==> src/rtl/mux16_rr_arbiter_pkg.sv <==
`default_nettype none
// ============================================================================
//  Module   : arb_pkg
//  Brief    : Shared constants and FSM state encoding for mux16_rr_arbiter.
//  Revision : 1.0 - initial release
// ============================================================================
package arb_pkg;

  localparam int N  = 16;
  localparam int SW = 4;

  typedef enum logic [1:0] {
    IDLE    = 2'd0,
    GRANT   = 2'd1,
    RELEASE = 2'd2
  } state_t;

endpackage
`default_nettype wire

==> src/rtl/mux16_rr_arbiter_if.sv <==
`default_nettype none
// ============================================================================
//  Module   : mux16_rr_arbiter_if
//  Brief    : Request/grant/select bundle between requesters and the arbiter.
//  Revision : 1.0 - initial release
// ============================================================================
interface mux16_rr_arbiter_if;
  import arb_pkg::*;

  logic [N-1:0]  req;
  logic          done;
  logic [SW-1:0] sel;
  logic [N-1:0]  gnt;
  logic          active;
  logic          timeout;

  modport slave (
    input  req, done,
    output sel, gnt, active, timeout
  );

  modport master (
    output req, done,
    input  sel, gnt, active, timeout
  );
endinterface
`default_nettype wire

==> src/rtl/mux16_rr_arbiter_pick.sv <==
`default_nettype none
// ============================================================================
//  Module   : rr_pick16
//  Brief    : Wrapped priority finder: first set req bit at or above ptr.
//  Revision : 1.0 - initial release
// ============================================================================
module rr_pick16
  import arb_pkg::*;
(
  input  logic [N-1:0]  req,
  input  logic [SW-1:0] ptr,
  output logic [SW-1:0] idx,
  output logic          found
);

  logic [2*N-1:0] w_dbl;
  logic [N-1:0]   w_rot;
  logic [SW-1:0]  w_off;

  // Rotating so ptr lands at bit 0 turns the wrapped search into a plain LSB-first scan
  assign w_dbl = {req, req};
  assign w_rot = w_dbl[ptr +: N];

  always_comb begin
    w_off = '0;
    for (int i = N - 1; i >= 0; i--) begin
      if (w_rot[i]) begin
        w_off = SW'(i);
      end
    end
  end

  assign idx   = ptr + w_off;
  assign found = |req;

endmodule
`default_nettype wire

==> src/rtl/mux16_rr_arbiter.sv <==
`default_nettype none
// ============================================================================
//  Module   : mux16_rr_arbiter
//  Brief    : Round-robin arbiter driving the 16:1 mux select with hold timeout.
//  Revision : 1.0 - initial release
// ============================================================================
module mux16_rr_arbiter
  import arb_pkg::*;
#(
  parameter int MAXHOLD = 8
) (
  input  logic               clk,
  input  logic               rst_n,
  mux16_rr_arbiter_if.slave  bus
);

  localparam logic [7:0] c_HOLD_LAST = 8'(MAXHOLD - 1);

  state_t        r_state, w_state_nxt;
  logic [SW-1:0] r_ptr, w_ptr_nxt;
  logic [SW-1:0] r_sel, w_sel_nxt;
  logic [N-1:0]  r_gnt, w_gnt_nxt;
  logic          r_active, w_active_nxt;
  logic          r_timeout, w_timeout_nxt;
  logic [7:0]    r_hold, w_hold_nxt;
  logic [SW-1:0] w_pick_ptr;
  logic [SW-1:0] w_idx;
  logic          w_found;

  // During RELEASE the search already starts past the source just served
  assign w_pick_ptr = (r_state == RELEASE) ? r_sel + SW'(1) : r_ptr;

  rr_pick16 u_pick (
    .req   (bus.req),
    .ptr   (w_pick_ptr),
    .idx   (w_idx),
    .found (w_found)
  );

  always_comb begin
    w_state_nxt   = r_state;
    w_ptr_nxt     = r_ptr;
    w_sel_nxt     = r_sel;
    w_gnt_nxt     = r_gnt;
    w_active_nxt  = r_active;
    w_timeout_nxt = 1'b0;
    w_hold_nxt    = r_hold;
    case (r_state)
      IDLE: begin
        if (w_found) begin
          w_state_nxt  = GRANT;
          w_sel_nxt    = w_idx;
          w_gnt_nxt    = N'(1) << w_idx;
          w_active_nxt = 1'b1;
          w_hold_nxt   = '0;
        end
      end
      GRANT: begin
        w_hold_nxt = r_hold + 8'd1;
        if (bus.done || !bus.req[r_sel]) begin
          w_state_nxt  = RELEASE;
          w_gnt_nxt    = '0;
          w_active_nxt = 1'b0;
        end else if (r_hold == c_HOLD_LAST) begin
          w_state_nxt   = RELEASE;
          w_gnt_nxt     = '0;
          w_active_nxt  = 1'b0;
          w_timeout_nxt = 1'b1;
        end
      end
      RELEASE: begin
        w_ptr_nxt = w_pick_ptr;
        if (w_found) begin
          w_state_nxt  = GRANT;
          w_sel_nxt    = w_idx;
          w_gnt_nxt    = N'(1) << w_idx;
          w_active_nxt = 1'b1;
          w_hold_nxt   = '0;
        end else begin
          w_state_nxt = IDLE;
        end
      end
      default: begin
        w_state_nxt  = IDLE;
        w_gnt_nxt    = '0;
        w_active_nxt = 1'b0;
      end
    endcase
  end

  always_ff @(posedge clk or negedge rst_n) begin
    if (!rst_n) begin
      r_state   <= IDLE;
      r_ptr     <= '0;
      r_sel     <= '0;
      r_gnt     <= '0;
      r_active  <= 1'b0;
      r_timeout <= 1'b0;
      r_hold    <= '0;
    end else begin
      r_state   <= w_state_nxt;
      r_ptr     <= w_ptr_nxt;
      r_sel     <= w_sel_nxt;
      r_gnt     <= w_gnt_nxt;
      r_active  <= w_active_nxt;
      r_timeout <= w_timeout_nxt;
      r_hold    <= w_hold_nxt;
    end
  end

  assign bus.sel     = r_sel;
  assign bus.gnt     = r_gnt;
  assign bus.active  = r_active;
  assign bus.timeout = r_timeout;

endmodule
`default_nettype wire

==> src/flat_wrapper.sv <==
// flat-port wrapper written by rule: the top's interface ports become plain ports
module mux16_rr_arbiter_flat import arb_pkg::*;
#(
  parameter int MAXHOLD = 8
)
  (clk, rst_n, bus_req, bus_done, bus_sel, bus_gnt, bus_active, bus_timeout);
  mux16_rr_arbiter_if bus_i ();
  input  logic clk;
  input  logic rst_n;
  input wire logic [$bits(bus_i.req)-1:0] bus_req;
  input wire logic [$bits(bus_i.done)-1:0] bus_done;
  output wire logic [$bits(bus_i.sel)-1:0] bus_sel;
  output wire logic [$bits(bus_i.gnt)-1:0] bus_gnt;
  output wire logic [$bits(bus_i.active)-1:0] bus_active;
  output wire logic [$bits(bus_i.timeout)-1:0] bus_timeout;
  assign bus_i.req = bus_req;
  assign bus_i.done = bus_done;
  assign bus_sel = bus_i.sel;
  assign bus_gnt = bus_i.gnt;
  assign bus_active = bus_i.active;
  assign bus_timeout = bus_i.timeout;
  mux16_rr_arbiter #(.MAXHOLD(MAXHOLD)) u_core (.clk(clk), .rst_n(rst_n), .bus(bus_i));
endmodule
==> config.mk <==
export PLATFORM = sky130hd
export DESIGN_NAME = mux16_rr_arbiter_flat
export DESIGN_NICKNAME = d
export VERILOG_FILES = /design/src/rtl/mux16_rr_arbiter_pkg.sv /design/src/rtl/mux16_rr_arbiter_if.sv /design/src/rtl/mux16_rr_arbiter_pick.sv /design/src/rtl/mux16_rr_arbiter.sv /design/src/flat_wrapper.sv
export SDC_FILE = /design/constraint.sdc
export NUM_CORES = 1
export LEC_CHECK = 0
export ABC_CLOCK_PERIOD_IN_PS = 4600
export CAP_MARGIN = 10
export CORE_UTILIZATION = 30
export DETAILED_ROUTE_END_ITERATION = 7
export DONT_BUFFER_PORTS = 1
export HOLD_SLACK_MARGIN = 0.05
export PLACE_DENSITY = 0.4
export SYNTH_ARGS = -nofsm -noshare
export SYNTH_HDL_FRONTEND = slang
export SYNTH_SLANG_ARGS = --single-unit
==> constraint.sdc <==
create_clock -name clk -period 4.6 [get_ports clk]
set_clock_uncertainty 0.05 [all_clocks]
set_input_delay 1.15 -clock clk [delete_from_list [all_inputs] [get_ports clk]]
set_output_delay 1.15 -clock clk [all_outputs]
set_load 0.1 [all_outputs]
# After elaboration in Yosys (flattened, before gate mapping)
# Index checks and enable logic that the tools add are counted.
# op_classes
reduce_logical	10
muxes	37
n_shift	2
n_addsub	3
order_cmp	1
n_eq_ne	6
# op_table
op	n
$mux W4	17
$mux W16	3
$pmux W16 S2	1
$shiftx A32 B5 Y16	1
$pmux W8 S2	1
$reduce_or A16 Y1	1
$shl A1 B4 Y16 const A	1
$add A8 B1 Y8 const B	1
$eq A8 B3 Y1 const B	1
$mux W1	8
$mux W8	1
$reduce_and A2 Y1	4
$mux W2	3
$pmux W2 S3	1
$lt A4 B5 Y1 const B	1
$add A4 B1 Y4 const B	1
$add A4 B4 Y4	1
$bmux W1 S4	1
$ne A3 B1 Y1 const B	1
$eq A2 B1 Y1 const B	1
$eq A2 B2 Y1 const B	1
$logic_not A2 Y1	1
$ne A2 B1 Y1 const B	1
$ne A2 B2 Y1 const B	1
other kinds (5)	5
# totals
regBits	36
word_cells	66

# Logic depth before layout (Yosys ltp)
# logic_depth
depth_word	23
depth_mapped	21
depth_no_buf	20

# By module
# From an unflattened synthesis, not the netlist that was laid out.
# unflattened
cells_unflattened	269
area_unflattened_um2	3109.2
# by_module_without_submodules
module	n_inst	cells_each	area_per_inst_um2
mux16_rr_arbiter	1	170	1924.3
rr_pick16	1	99	1184.9

# Worst setup path before layout
# OpenSTA, ideal clock, no wires.
# synth_timing
kind	register -> register
startpoint	reg u_core.r_sel[1], in the netlist u_core.bus.sel[1]
endpoint	reg u_core.r_gnt[10], in the netlist u_core.bus.gnt[10]
t_required_ns	4.424
n_path_buf	2
arrival_ns	4.558
stages_incl_launch_ff	21
slack_ns	-0.134
cell_sequence	dfrtp_1 ha_1 xor2_1 mux2i_2 inv_2 buf_2 buf_1 a21oi_1 a22oi_1 nand2_1 or3_1 a41oi_1 o21a_1 nor2_1 ha_1 xnor2_1 nor2_1 nand3_1 inv_1 and3_1 a221o_1
# synth_via
elab_chain_cells	23
word_cells_on_any_way	30
classes_between	2 x add/sub; 1 x eq/ne; 2 x shift; 22 x mux; 3 x reduce/logical
# synth_rtl
element	line_no	text
start: declaration	mux16_rr_arbiter.sv:21	logic [SW-1:0] r_sel, w_sel_nxt;
start signal: assignment	mux16_rr_arbiter.sv:103	r_sel <= w_sel_nxt;
$add A4 B1 Y4	mux16_rr_arbiter.sv:31	assign w_pick_ptr = (r_state == RELEASE) ? r_sel + SW'(1) : r_ptr;
$mux W4	mux16_rr_arbiter.sv:31	
$shiftx A32 B5 Y16	mux16_rr_arbiter_pick.sv:22	assign w_rot = w_dbl[ptr +: N];
$mux W4 (16 in a row)	mux16_rr_arbiter_pick.sv:27	if (w_rot[i]) begin
$add A4 B4 Y4	mux16_rr_arbiter_pick.sv:33	assign idx = ptr + w_off;
$shl A1 B4 Y16	mux16_rr_arbiter.sv:53, mux16_rr_arbiter.sv:76	
$mux W16	mux16_rr_arbiter.sv:50, mux16_rr_arbiter.sv:73	
$pmux W16 S2	mux16_rr_arbiter.sv:48	case (r_state)
end signal: assignment	mux16_rr_arbiter.sv:104	r_gnt <= w_gnt_nxt;
end: declaration	mux16_rr_arbiter.sv:22	logic [N-1:0] r_gnt, w_gnt_nxt;
# Parallel ways exist; a longest one is shown, timed or not. The select of a mux whose other input is x is not followed.
# A chain may end at the register's enable or synchronous reset.

# Worst setup path in the final report
# layout_timing
startpoint	reg u_core.r_state[1]
endpoint	reg u_core.r_gnt[8], in the netlist u_core.bus.gnt[8]
# layout_via
elab_chain_cells	23
word_cells_on_any_way	29
classes_between	1 x add/sub; 4 x eq/ne; 2 x shift; 19 x mux; 3 x reduce/logical
# layout_rtl
element	line_no	text
start: declaration	mux16_rr_arbiter.sv:19	state_t r_state, w_state_nxt;
start signal: assignment	mux16_rr_arbiter.sv:101	r_state <= w_state_nxt;
$eq A2 B2 Y1	mux16_rr_arbiter.sv:31, mux16_rr_arbiter.sv:48	
$mux W4	mux16_rr_arbiter.sv:31	
$shiftx A32 B5 Y16	mux16_rr_arbiter_pick.sv:22	
$mux W4 (16 in a row)	mux16_rr_arbiter_pick.sv:27	
$add A4 B4 Y4	mux16_rr_arbiter_pick.sv:33	
$shl A1 B4 Y16	mux16_rr_arbiter.sv:53, mux16_rr_arbiter.sv:76	
$mux W16	mux16_rr_arbiter.sv:50, mux16_rr_arbiter.sv:73	
$pmux W16 S2	mux16_rr_arbiter.sv:48	
# Parallel ways exist; a longest one is shown, timed or not. The select of a mux whose other input is x is not followed.

==> impl_metrics.csv <==
group,metric,value,unit
final_layout,design_area,4090,um2
routing,drc,0,
sta,hold_ws,0.442,ns
final_layout,insertedDiodeCount,0,
clock_tree,cts_tree,"done",
global_routing,grt-ovfl-total,0,
routing,first_pass_iters,4,
final_layout,final_nets,424,
routing,vias,3235,
clock_tree,htree_levels,2,
placement,dp_cells,530,
yosys,ys_seq_elements,36,
global_routing,antenna_found_initial,0,
die,rows,38,
placement,place_area,3770,um2
clock_tree,cts.sinks,36,
routing,drt_iter0_markers,184,
placement,dp_hpwl,8120,um
yosys,avgSynthCellArea,9.01,um2
routing,post_drt_wl_per_cell,19.6,um
yosys,synthCells,383,
placement,io_buffers,0,
yosys,synth_common_cells,"dfrtp_1, nand2_1, mux2i_1, a21oi_1, a211oi_1",
yosys,yosys_warnings,0,
yosys,synth_area_leaders,"dfrtp_1, mux2i_1, a211oi_1, nand2_1, mux4_2",
clock_tree,root_buffer,"clkbuf_16",
global_routing,grt_usage,18.6,%
setup_path,required,4.71,ns
worst_hold_path,hp-class,"flop to flop",
sta,hold_viol_final,0,
global_routing,grt_start_max_net_pins,37,
yosys,syn_area,3450,um2
run_status,status,"finished clean",
yosys,dominantRegCellSynth,"dfrtp_1",
yosys,yosysSeqAreaShare,26.1,%
yosys,synth-edff-count,0,
routing,routed_wl,10600,um
setup_path,crit_path_start,"u_core.r_state[1]$_DFFE_PN0P_",
job,maxCapViolations,0,
global_routing,grt_pass1_wl,17200,um
yosys,async_flop_share,100,%
final_layout,drive_above_1_share,24.2,%
yosys,yosys.area.top_type,"dfrtp_1",
sta,fin_crit,4.33,ns
sta,slew_violations,0,
clock_tree,ctsHoldBuffers,0,
sta,post-route-period-util,94.1,%
clock_tree,clk_pin_slew,0.06,ns
sta,final.setup.tns,0,ns
sta,fmax,231,MHz
clock_tree,clockBufferDepth,2,
final_layout,fillers,1138,
die,initial_core_util,31.3,%
sta,setup_violations,0,
setup_path,r2r-start,"u_core.r_state[1]$_DFFE_PN0P_",
die,die_x,109,um
die,die-area,11900,um2
die,ioPinCount,41,
setup_path,path_class,"flop to flop",
die,die_y,109,um
worst_hold_path,hp-start,"u_core.r_hold[7]$_DFFE_PN0P_",
clock_tree,clk_latency,0.27,ns
yosys,synth.distinct_cells,67,
final_layout,syn2layout_area_growth,18.3,%
routing,viasPerCell,5.98,
global_routing,grt_pass1_vias,3173,
final_layout,stdcell_count,541,
setup_path,cp_max_fo,32,
setup_path,critPathArrivalTime,4.44,ns
yosys,synth_nets,407,
setup_path,endpoint_kind,"flop",
placement,gp_congestion,0.852,
sta,relSlewSlack,38.9,%
sta,worst_slew_pin_slew,0.917,ns
clock_tree,cts_made_buffers,5,
setup_path,crit_path_start_kind,"flop",
die,core,11000,um2
yosys,synth_top_area_share,26.1,%
routing,ant_nets,0,
## final timing paths
kind / slack, ns / endpoint / cells after the start
max: 0.27 / u_core.bus.gnt[8]$_DFFE_PN0P_ / 17
min: 0.44 / u_core.r_hold[7]$_DFFE_PN0P_ / 1
max reg2reg: 0.27 / u_core.bus.gnt[8]$_DFFE_PN0P_ / 17
min reg2reg: 0.44 / u_core.r_hold[7]$_DFFE_PN0P_ / 1
max in group asynchronous: 3.89 / u_core.bus.sel[0]$_DFFE_PN0P_ / 0
min in group asynchronous: 0.52 / u_core.r_hold[7]$_DFFE_PN0P_ / 0
## state kept, by name, indices dropped and copies added, names as in the netlist
name                flops
u_core.r_state          2
u_core.r_ptr            4
u_core.bus.active       1
u_core.bus.timeout      1
u_core.r_hold           8
u_core.bus.gnt         16
u_core.bus.sel          4
## layer usage
metal	GRT usage, %	wire length (um)
met1	24.3	4720
met3	1.85	430
met4	6.29	195
met2	31.9	5250
met5	0	0
## critical path, cell delays in order, from the launching register on
cell and delay (ns):
dfrtp_1 0.46, nand2b_4 0.23, a21o_1 0.19, buf_12 0.22, mux2i_1 0.39, a31oi_1 0.29, a21oi_1 0.27, a21oi_1 0.08
or3_1 0.31, a41oi_1 0.23, o21a_1 0.13, nor2_1 0.04, ha_1 0.36, xor2_1 0.21, nor2_1 0.10, and3_1 0.20
and3_1 0.17, a221o_1 0.26
## cell usage in the layout (no fill, tap or decap), types with 3 or more instances in the layout
cell,instances
a2111oi_0,7
a2111oi_2,5
a211oi_1,16
a211oi_2,5
a21o_1,3
a21oi_1,22
a221o_1,8
a22oi_1,9
a31oi_1,9
and3_1,7
buf_4,36
clkbuf_16,5
dfrtp_1,34
ha_1,5
inv_1,14
mux2_2,5
mux2i_1,32
mux2i_4,4
mux4_2,6
nand2_1,36
nand2b_1,4
nand3_1,8
nand4_1,8
nor2_1,16
nor4_1,8
nor4b_2,3
o211ai_1,3
o21ai_0,17
o21ai_1,3
o31ai_1,4
o41ai_2,3
xnor2_2,3
## layout make-up
cell class	instances	area [um2]	area share (%)
multi-input combinational	303	2460	60.3
clock inverter	2	35.0	0.858
tap	140	175	4.29
sequential	36	903	22.1
inverter	15	56.3	1.38
clock buffer	6	129	3.15
timing repair buffer	39	322	7.87
## per-stage QoR
stage	worst slack, ns	utilization (%)
finish	0.270	37.0
global route	-0.0225	37.0
CTS	0.0929	35.6
detailed placement	-0.0120	34.2
global placement	-0.187	34.2
floorplan	0.163	-
## logic make-up after synthesis
group | Yosys count | synth area share [%]
xor gates and xnor gates | 7 | 2.65
AOI/OAI and AO/OA | 132 | 28.5
buffers and inverters | 44 | 6.45
muxes | 48 | 16.8
DFF | 36 | 26.1
adders and majority gates | 5 | 1.81
and+or+nand+nor | 111 | 17.7
## what timing repair did
action	CTS	global route
resized for setup	0	29
buffers inserted	0	3
endpoints found under the setup margin	0	17
Power is left out: the tool's default activity adds up to more than one toggle a clock period on the data nets, which glitch-free logic cannot reach.
